$ cat config.mk
export PLATFORM = sky130hd
export DESIGN_NAME = prio_req_ctrl
export DESIGN_NICKNAME = d
export VERILOG_FILES = /design/src/rtl/prio_req_pkg.sv /design/src/rtl/req_sync_edge.sv /design/src/rtl/prio_req_ctrl.sv
export SDC_FILE = /design/constraint.sdc
export NUM_CORES = 1
export LEC_CHECK = 0
export BUFFER_PORTS_ARGS = -buffer_cell sky130_fd_sc_hd__buf_4
export CORE_AREA = 3 3 45 47
export CTS_CLUSTER_SIZE = 24
export DETAILED_ROUTE_END_ITERATION = 12
export DIE_AREA = 0 0 48 50
export PLACE_DENSITY = 0.8
export RECOVER_POWER = 25
export SYNTH_ARGS = -nofsm -noshare
export SYNTH_HDL_FRONTEND = slang
export SYNTH_SLANG_ARGS = --single-unit
export TNS_END_PERCENT = 50
$ cat constraint.sdc
create_clock -name i_clk -period 1.4 [get_ports i_clk]
set_clock_uncertainty 0.05 [all_clocks]
set_input_delay 0.28 -clock i_clk [delete_from_list [all_inputs] [get_ports i_clk]]
set_output_delay 0.28 -clock i_clk [all_outputs]
set_load 0.005 [all_outputs]
$ cat src/rtl/prio_req_pkg.sv
// prio_req_pkg: shared constants, FSM state encoding and code helpers for
// the prio_req_ctrl request front-end.
//   CODE_*       : 3-bit service codes presented on o_pcode
//   state_t      : service FSM states
//   idx_to_code  : line index (0..3) -> presented code
//   highest_idx  : index of the highest set bit of a 4-bit vector
package prio_req_pkg;

    localparam logic [2:0] CODE_L3   = 3'b100;
    localparam logic [2:0] CODE_L2   = 3'b011;
    localparam logic [2:0] CODE_L1   = 3'b010;
    localparam logic [2:0] CODE_L0   = 3'b001;
    localparam logic [2:0] CODE_NONE = 3'b000;

    typedef enum logic {
        ST_IDLE    = 1'b0,
        ST_PRESENT = 1'b1
    } state_t;

    function automatic logic [2:0] idx_to_code(input logic [1:0] idx);
        logic [2:0] code;
        case (idx)
            2'd3:    code = CODE_L3;
            2'd2:    code = CODE_L2;
            2'd1:    code = CODE_L1;
            default: code = CODE_L0;
        endcase
        return code;
    endfunction

    // Result is meaningless when v == 0; callers check for that first.
    function automatic logic [1:0] highest_idx(input logic [3:0] v);
        logic [1:0] idx;
        if (v[3])      idx = 2'd3;
        else if (v[2]) idx = 2'd2;
        else if (v[1]) idx = 2'd1;
        else           idx = 2'd0;
        return idx;
    endfunction

endpackage

$ cat src/rtl/req_sync_edge.sv
// req_sync_edge: SYNC_STAGES-flop synchroniser for one asynchronous request
// line, followed by rising-edge (EDGE_MODE=1) or level (EDGE_MODE=0) detect.
//   i_clk   : clock
//   i_rst   : synchronous active-high reset
//   i_async : asynchronous request line
//   o_set   : one-cycle set strobe for the pending bit (edge mode) or the
//             synchronised level (level mode)
module req_sync_edge #(
    parameter int SYNC_STAGES = 2,
    parameter bit EDGE_MODE   = 1'b1
) (
    input  logic i_clk,
    input  logic i_rst,
    input  logic i_async,
    output logic o_set
);

    logic [SYNC_STAGES-1:0] sync_q;
    logic                   prev_q;
    logic                   s;

    assign s = sync_q[SYNC_STAGES-1];

    always_ff @(posedge i_clk) begin
        if (i_rst) begin
            sync_q <= '0;
            prev_q <= 1'b0;
        end else begin
            sync_q <= {sync_q[SYNC_STAGES-2:0], i_async};
            prev_q <= s;
        end
    end

    // prev resets to 0, so a line already high at reset release yields one rise.
    assign o_set = EDGE_MODE ? (s & ~prev_q) : s;

endmodule

$ cat src/rtl/prio_req_ctrl.sv
// prio_req_ctrl: synchronises four request lines into sticky pending bits and
// presents the highest-priority enabled one as a 3-bit code with valid/ack.
// Handshake: o_valid rises with a stable o_pcode; the grant is held until a
// cycle with i_ack=1 is sampled while o_valid=1, at which edge the served
// pending bit clears and o_valid drops. i_ack with o_valid=0 is ignored.
//   i_clk, i_rst : clock, synchronous active-high reset
//   i_req[3:0]   : asynchronous request lines, bit 3 highest priority
//   i_mask[3:0]  : per-line service enable
//   i_ack        : consumer acknowledge
//   o_valid      : o_pcode holds a presented request
//   o_pcode[2:0] : code of the served line, 000 when idle
//   o_pending    : raw pending bits (mask not applied)
module prio_req_ctrl
    import prio_req_pkg::*;
#(
    parameter int SYNC_STAGES = 2,
    parameter bit EDGE_MODE   = 1'b1
) (
    input  logic       i_clk,
    input  logic       i_rst,
    input  logic [3:0] i_req,
    input  logic [3:0] i_mask,
    input  logic       i_ack,
    output logic       o_valid,
    output logic [2:0] o_pcode,
    output logic [3:0] o_pending
);

    logic [3:0] set;
    logic [3:0] clr;
    logic [3:0] eligible;
    logic [1:0] sel_idx;

    state_t     state_q, state_d;
    logic [3:0] pending_q, pending_d;
    logic [1:0] srv_idx_q, srv_idx_d;
    logic [2:0] pcode_q, pcode_d;
    logic       valid_q, valid_d;

    for (genvar g = 0; g < 4; g++) begin : g_line
        req_sync_edge #(
            .SYNC_STAGES(SYNC_STAGES),
            .EDGE_MODE  (EDGE_MODE)
        ) u_sync (
            .i_clk  (i_clk),
            .i_rst  (i_rst),
            .i_async(i_req[g]),
            .o_set  (set[g])
        );
    end

    assign eligible = pending_q & i_mask;
    assign sel_idx  = highest_idx(eligible);

    always_comb begin
        state_d   = state_q;
        srv_idx_d = srv_idx_q;
        pcode_d   = pcode_q;
        valid_d   = valid_q;
        clr       = 4'b0000;
        case (state_q)
            ST_IDLE: begin
                if (eligible != 4'b0000) begin
                    srv_idx_d = sel_idx;
                    pcode_d   = idx_to_code(sel_idx);
                    valid_d   = 1'b1;
                    state_d   = ST_PRESENT;
                end else begin
                    pcode_d = CODE_NONE;
                    valid_d = 1'b0;
                end
            end
            ST_PRESENT: begin
                // Grant is frozen here: new requests and mask changes wait.
                if (i_ack) begin
                    clr     = 4'b0001 << srv_idx_q;
                    pcode_d = CODE_NONE;
                    valid_d = 1'b0;
                    state_d = ST_IDLE;
                end
            end
            default: begin
                state_d = ST_IDLE;
                pcode_d = CODE_NONE;
                valid_d = 1'b0;
            end
        endcase
        // Set wins over clear so a re-request in the ack cycle is not lost.
        pending_d = (pending_q & ~clr) | set;
    end

    always_ff @(posedge i_clk) begin
        if (i_rst) begin
            state_q   <= ST_IDLE;
            pending_q <= 4'b0000;
            srv_idx_q <= 2'd0;
            pcode_q   <= CODE_NONE;
            valid_q   <= 1'b0;
        end else begin
            state_q   <= state_d;
            pending_q <= pending_d;
            srv_idx_q <= srv_idx_d;
            pcode_q   <= pcode_d;
            valid_q   <= valid_d;
        end
    end

    assign o_valid   = valid_q;
    assign o_pcode   = pcode_q;
    assign o_pending = pending_q;

endmodule
==> run_results.csv <==
group,metric,value,unit
status,status,"finished clean",
clock_tree,path_clk_slew,120,ps
timing,drv_slew,0,
floorplan,dieWidth,48,um
synthesis,syn_area_per_cell,9.920,um2
setup_path,slowest_stage,"dfxtp_1",
clock_tree,clk_latency,300,ps
route,antenna_left,0,
pwr,p_sw_share,23.67,%
route,route.detailed.drc,0,
setup_path,r2r_end,"o_pcode[1]",
route,drt-pass1-iter-count,4,
clock_tree,htree_levels,1,
timing,setup_violations,0,
final_layout,final_common_cell,"dfxtp_1",
setup_path,crit_fanout,5,
pwr,pwr-share-comb,10.1,%
pwr,internal_power,0.8640,mW
clock_tree,clk_root_buffer_cell,"clkbuf_4",
timing,fin_setup_tns,0,ps
timing,tightest_slew,926.9,ps
synthesis,yosys_warnings,0,
floorplan,num_rows,15,
grt,grt_util_met2,20.93,%
grt,grt.met1_usage,17.63,%
timing,clock.fmax,770.1,MHz
placement,placed_area,977.2,um2
synthesis,ys_ff_latch,23,
route,first_iter_violations,7,
setup_path,crit_path_start,"o_pending[2]",
grt,track_usage,13.88,%
route,via_per_inst,5.408,
setup_path,arrival,1460,ps
job,max_cap_viol_count,0,
floorplan,coreArea,1689,um2
route,wire_per_inst,12.18,um
clock_tree,numCtsBuffers,3,
final_layout,area_growth,19.97,%
clock_tree,cts_buffer_depth,2,
setup_path,path_cells,"nand2_1, a32oi_1, ha_1, inv_1, o21ai_1",
setup_path,cpPeakStageDelay,420,ps
clock_tree,cts-hold-fix-buffers,0,
setup_path,rr_worst_depth,5,
timing,finalCriticalPeriod,1299,ps
placement,dp_hpwl,1021,um
synthesis,syn_area,833.3,um2
floorplan,chipHeight,50,um
final_layout,drive_above_1_share,22.33,%
grt,grt_max_degree,24,
setup_path,cp.required,1560,ps
synthesis,synth_nets,96,
final_layout,antenna_cells,0,
placement,place_congestion,0.8346,
setup_path,cp-end-kind,"flop",
clock_tree,postCtsResizedCells,0,
clock_tree,cts.sinks,23,
placement,portBuffers,18,
timing,slew_headroom,38.21,%
floorplan,initial_core_util,49.33,%
grt,grt_pass1_wl,2387,um
clock_tree,post_cts_buffers,0,
setup_path,crit_type,"flop to flop",
timing,rsz0062_at_grt,"no",
grt,grt_overflow,0,
pwr,leakagePower,0.3886,nW
grt,busiest_layer,"met2",
final_layout,final_cell_mix,"dfxtp_1, buf_4, nor2b_1",
final_layout,fillers,161,
pwr,p_per_area,1132,nW/um2
route,num_vias,649,
pwr,seq_power_share,63.5,%
hold_path,hp-class,"input pin to flop",
route,finalWirelength,1461,um
grt,grt_pass1_vias,573,
floorplan,fp.dieArea,2400,um2
grt,use_met3,4.745,%
hold_path,hold-path-cell-count,2,
final_layout,nNetsFinal,116,
setup_path,start_kind,"flop",
clock_tree,cts_tree,"yes",
timing,hold_viol,0,
grt,antenna_found_initial,0,
synthesis,synth_cell_types,26,
setup_path,cp-endpoint,"o_pcode[1]",
timing,post-route-period-util,92.75,%
pwr,switching_power,0.2680,mW
setup_path,r2r_slack,100,ps
setup_path,rr_startpoint,"o_pending[2]",
synthesis,synth_cells,84,
timing,hold_slack,126.6,ps
pwr,clock_power_share,26.3,%
pwr,ir_worst_vdd,0.6655,mV
floorplan,io_pins,19,
final_layout,final_area,999.7,um2
synthesis,seq_area_frac_synth,55.26,%
==> worst max-delay path: cells and delay by family, from the launching register on <==
| kind | cells | cell delay (ps) |
|---|---|---|
| AOI/OAI and AO/OA | 2 | 300 |
| adders and majority gates | 1 | 270 |
| buffers and inverters | 1 | 50 |
| DFF | 1 | 420 |
| and+or+nand+nor | 1 | 110 |
==> flip-flops by register name, indices dropped and copies added, names as in the netlist <==
| name | count |
|---|---|
| g_line.u_sync.sync_q | 8 |
| g_line.u_sync.prev_q | 4 |
| o_pending | 4 |
| o_pcode | 3 |
| srv_idx_q | 2 |
| o_valid | 1 |
| state_q | 1 |
==> metal layers <==
metal,routed length [um],part of all wire (%)
met1,705,48
met3,87,6.0
met4,16,1.1
met5,0,0
met2,652,45
==> worst min-delay path by stage <==
stage	to	startpoint	slack (ps)
5_1_grt	g_line[1].u_sync.sync_q[0]	i_req[1]	120
3_5_place_dp	g_line[2].u_sync.sync_q[1]	g_line[2].u_sync.sync_q[0]	380
6_report	g_line[1].u_sync.sync_q[0]	i_req[1]	130
2_1_floorplan	g_line[0].u_sync.prev_q	i_rst	300
3_3_place_gp	g_line[0].u_sync.sync_q[1]	g_line[0].u_sync.sync_q[0]	370
4_1_cts	g_line[1].u_sync.sync_q[0]	i_req[1]	120
==> power groups by stage <==
stage | combinational [mW] | sequential, mW | clock [mW]
final | 0.115 | 0.719 | 0.298
after floorplan | 0.0690 | 0.721 | 0
after detailed placement | 0.117 | 0.733 | 0
after global placement | 0.114 | 0.731 | 0
after CTS | 0.117 | 0.719 | 0.312
after global routing | 0.130 | 0.725 | 0.341
==> metrics by stage <==
stage	worst slack (ps)	power (mW)	utilization, %	std cells
4_1_cts	92.34	1.148	59.41	120
6_report	101.4	1.132	59.19	120
2_1_floorplan	221.0	0.7900	-	84
5_1_grt	26.41	1.196	59.19	120
3_3_place_gp	186.7	0.8451	57.85	116
3_5_place_dp	109.6	0.8502	57.85	116
==> cells by family (layout without fill, tap and decap cells) <==
logic type | count (synthesis) | count (layout) | synth area share (%)
simple gates | 35 | 35 | 24.32
flops | 23 | 23 | 55.26
compound gates | 21 | 21 | 16.97
buf+inv | 4 | 23 | 1.951
fa+ha+maj | 1 | 1 | 1.501
==> synthesized netlist by cell type <==
| cell | number | area [um2] |
|---|---|---|
| a211o_1 | 1 | 8.760 |
| a21o_2 | 1 | 8.760 |
| a21oi_1 | 8 | 40.04 |
| a22oi_2 | 2 | 25.02 |
| a31oi_1 | 1 | 6.260 |
| a32oi_1 | 1 | 8.760 |
| a41oi_1 | 1 | 8.760 |
| buf_2 | 1 | 5.000 |
| clkbuf_1 | 2 | 7.510 |
| dfxtp_1 | 23 | 460.4 |
| ha_1 | 1 | 12.51 |
| inv_1 | 1 | 3.750 |
| nand2_1 | 7 | 26.28 |
| nand2b_1 | 2 | 12.51 |
| nand3_1 | 2 | 10.01 |
| nand3b_1 | 2 | 15.01 |
| nand4_1 | 1 | 6.260 |
| nand4b_1 | 2 | 17.52 |
| nor2_1 | 2 | 7.510 |
| nor2b_1 | 14 | 87.58 |
| nor3b_1 | 1 | 7.510 |
| o21a_1 | 1 | 7.510 |
| o21ai_0 | 1 | 5.000 |
| o21ai_1 | 3 | 15.01 |
| o31ai_1 | 1 | 7.510 |
| or2_1 | 2 | 12.51 |
==> cell type report <==
type	count	area, um2	area share, %
well taps	17	21.27	2.128
multi-input cells	57	356.6	35.67
inverters	1	3.754	0.3755
repair buffers	18	131.4	13.14
clock buffers	4	26.28	2.628
flip-flops and latches	23	460.4	46.06
Power figures use the tool's default switching activity.
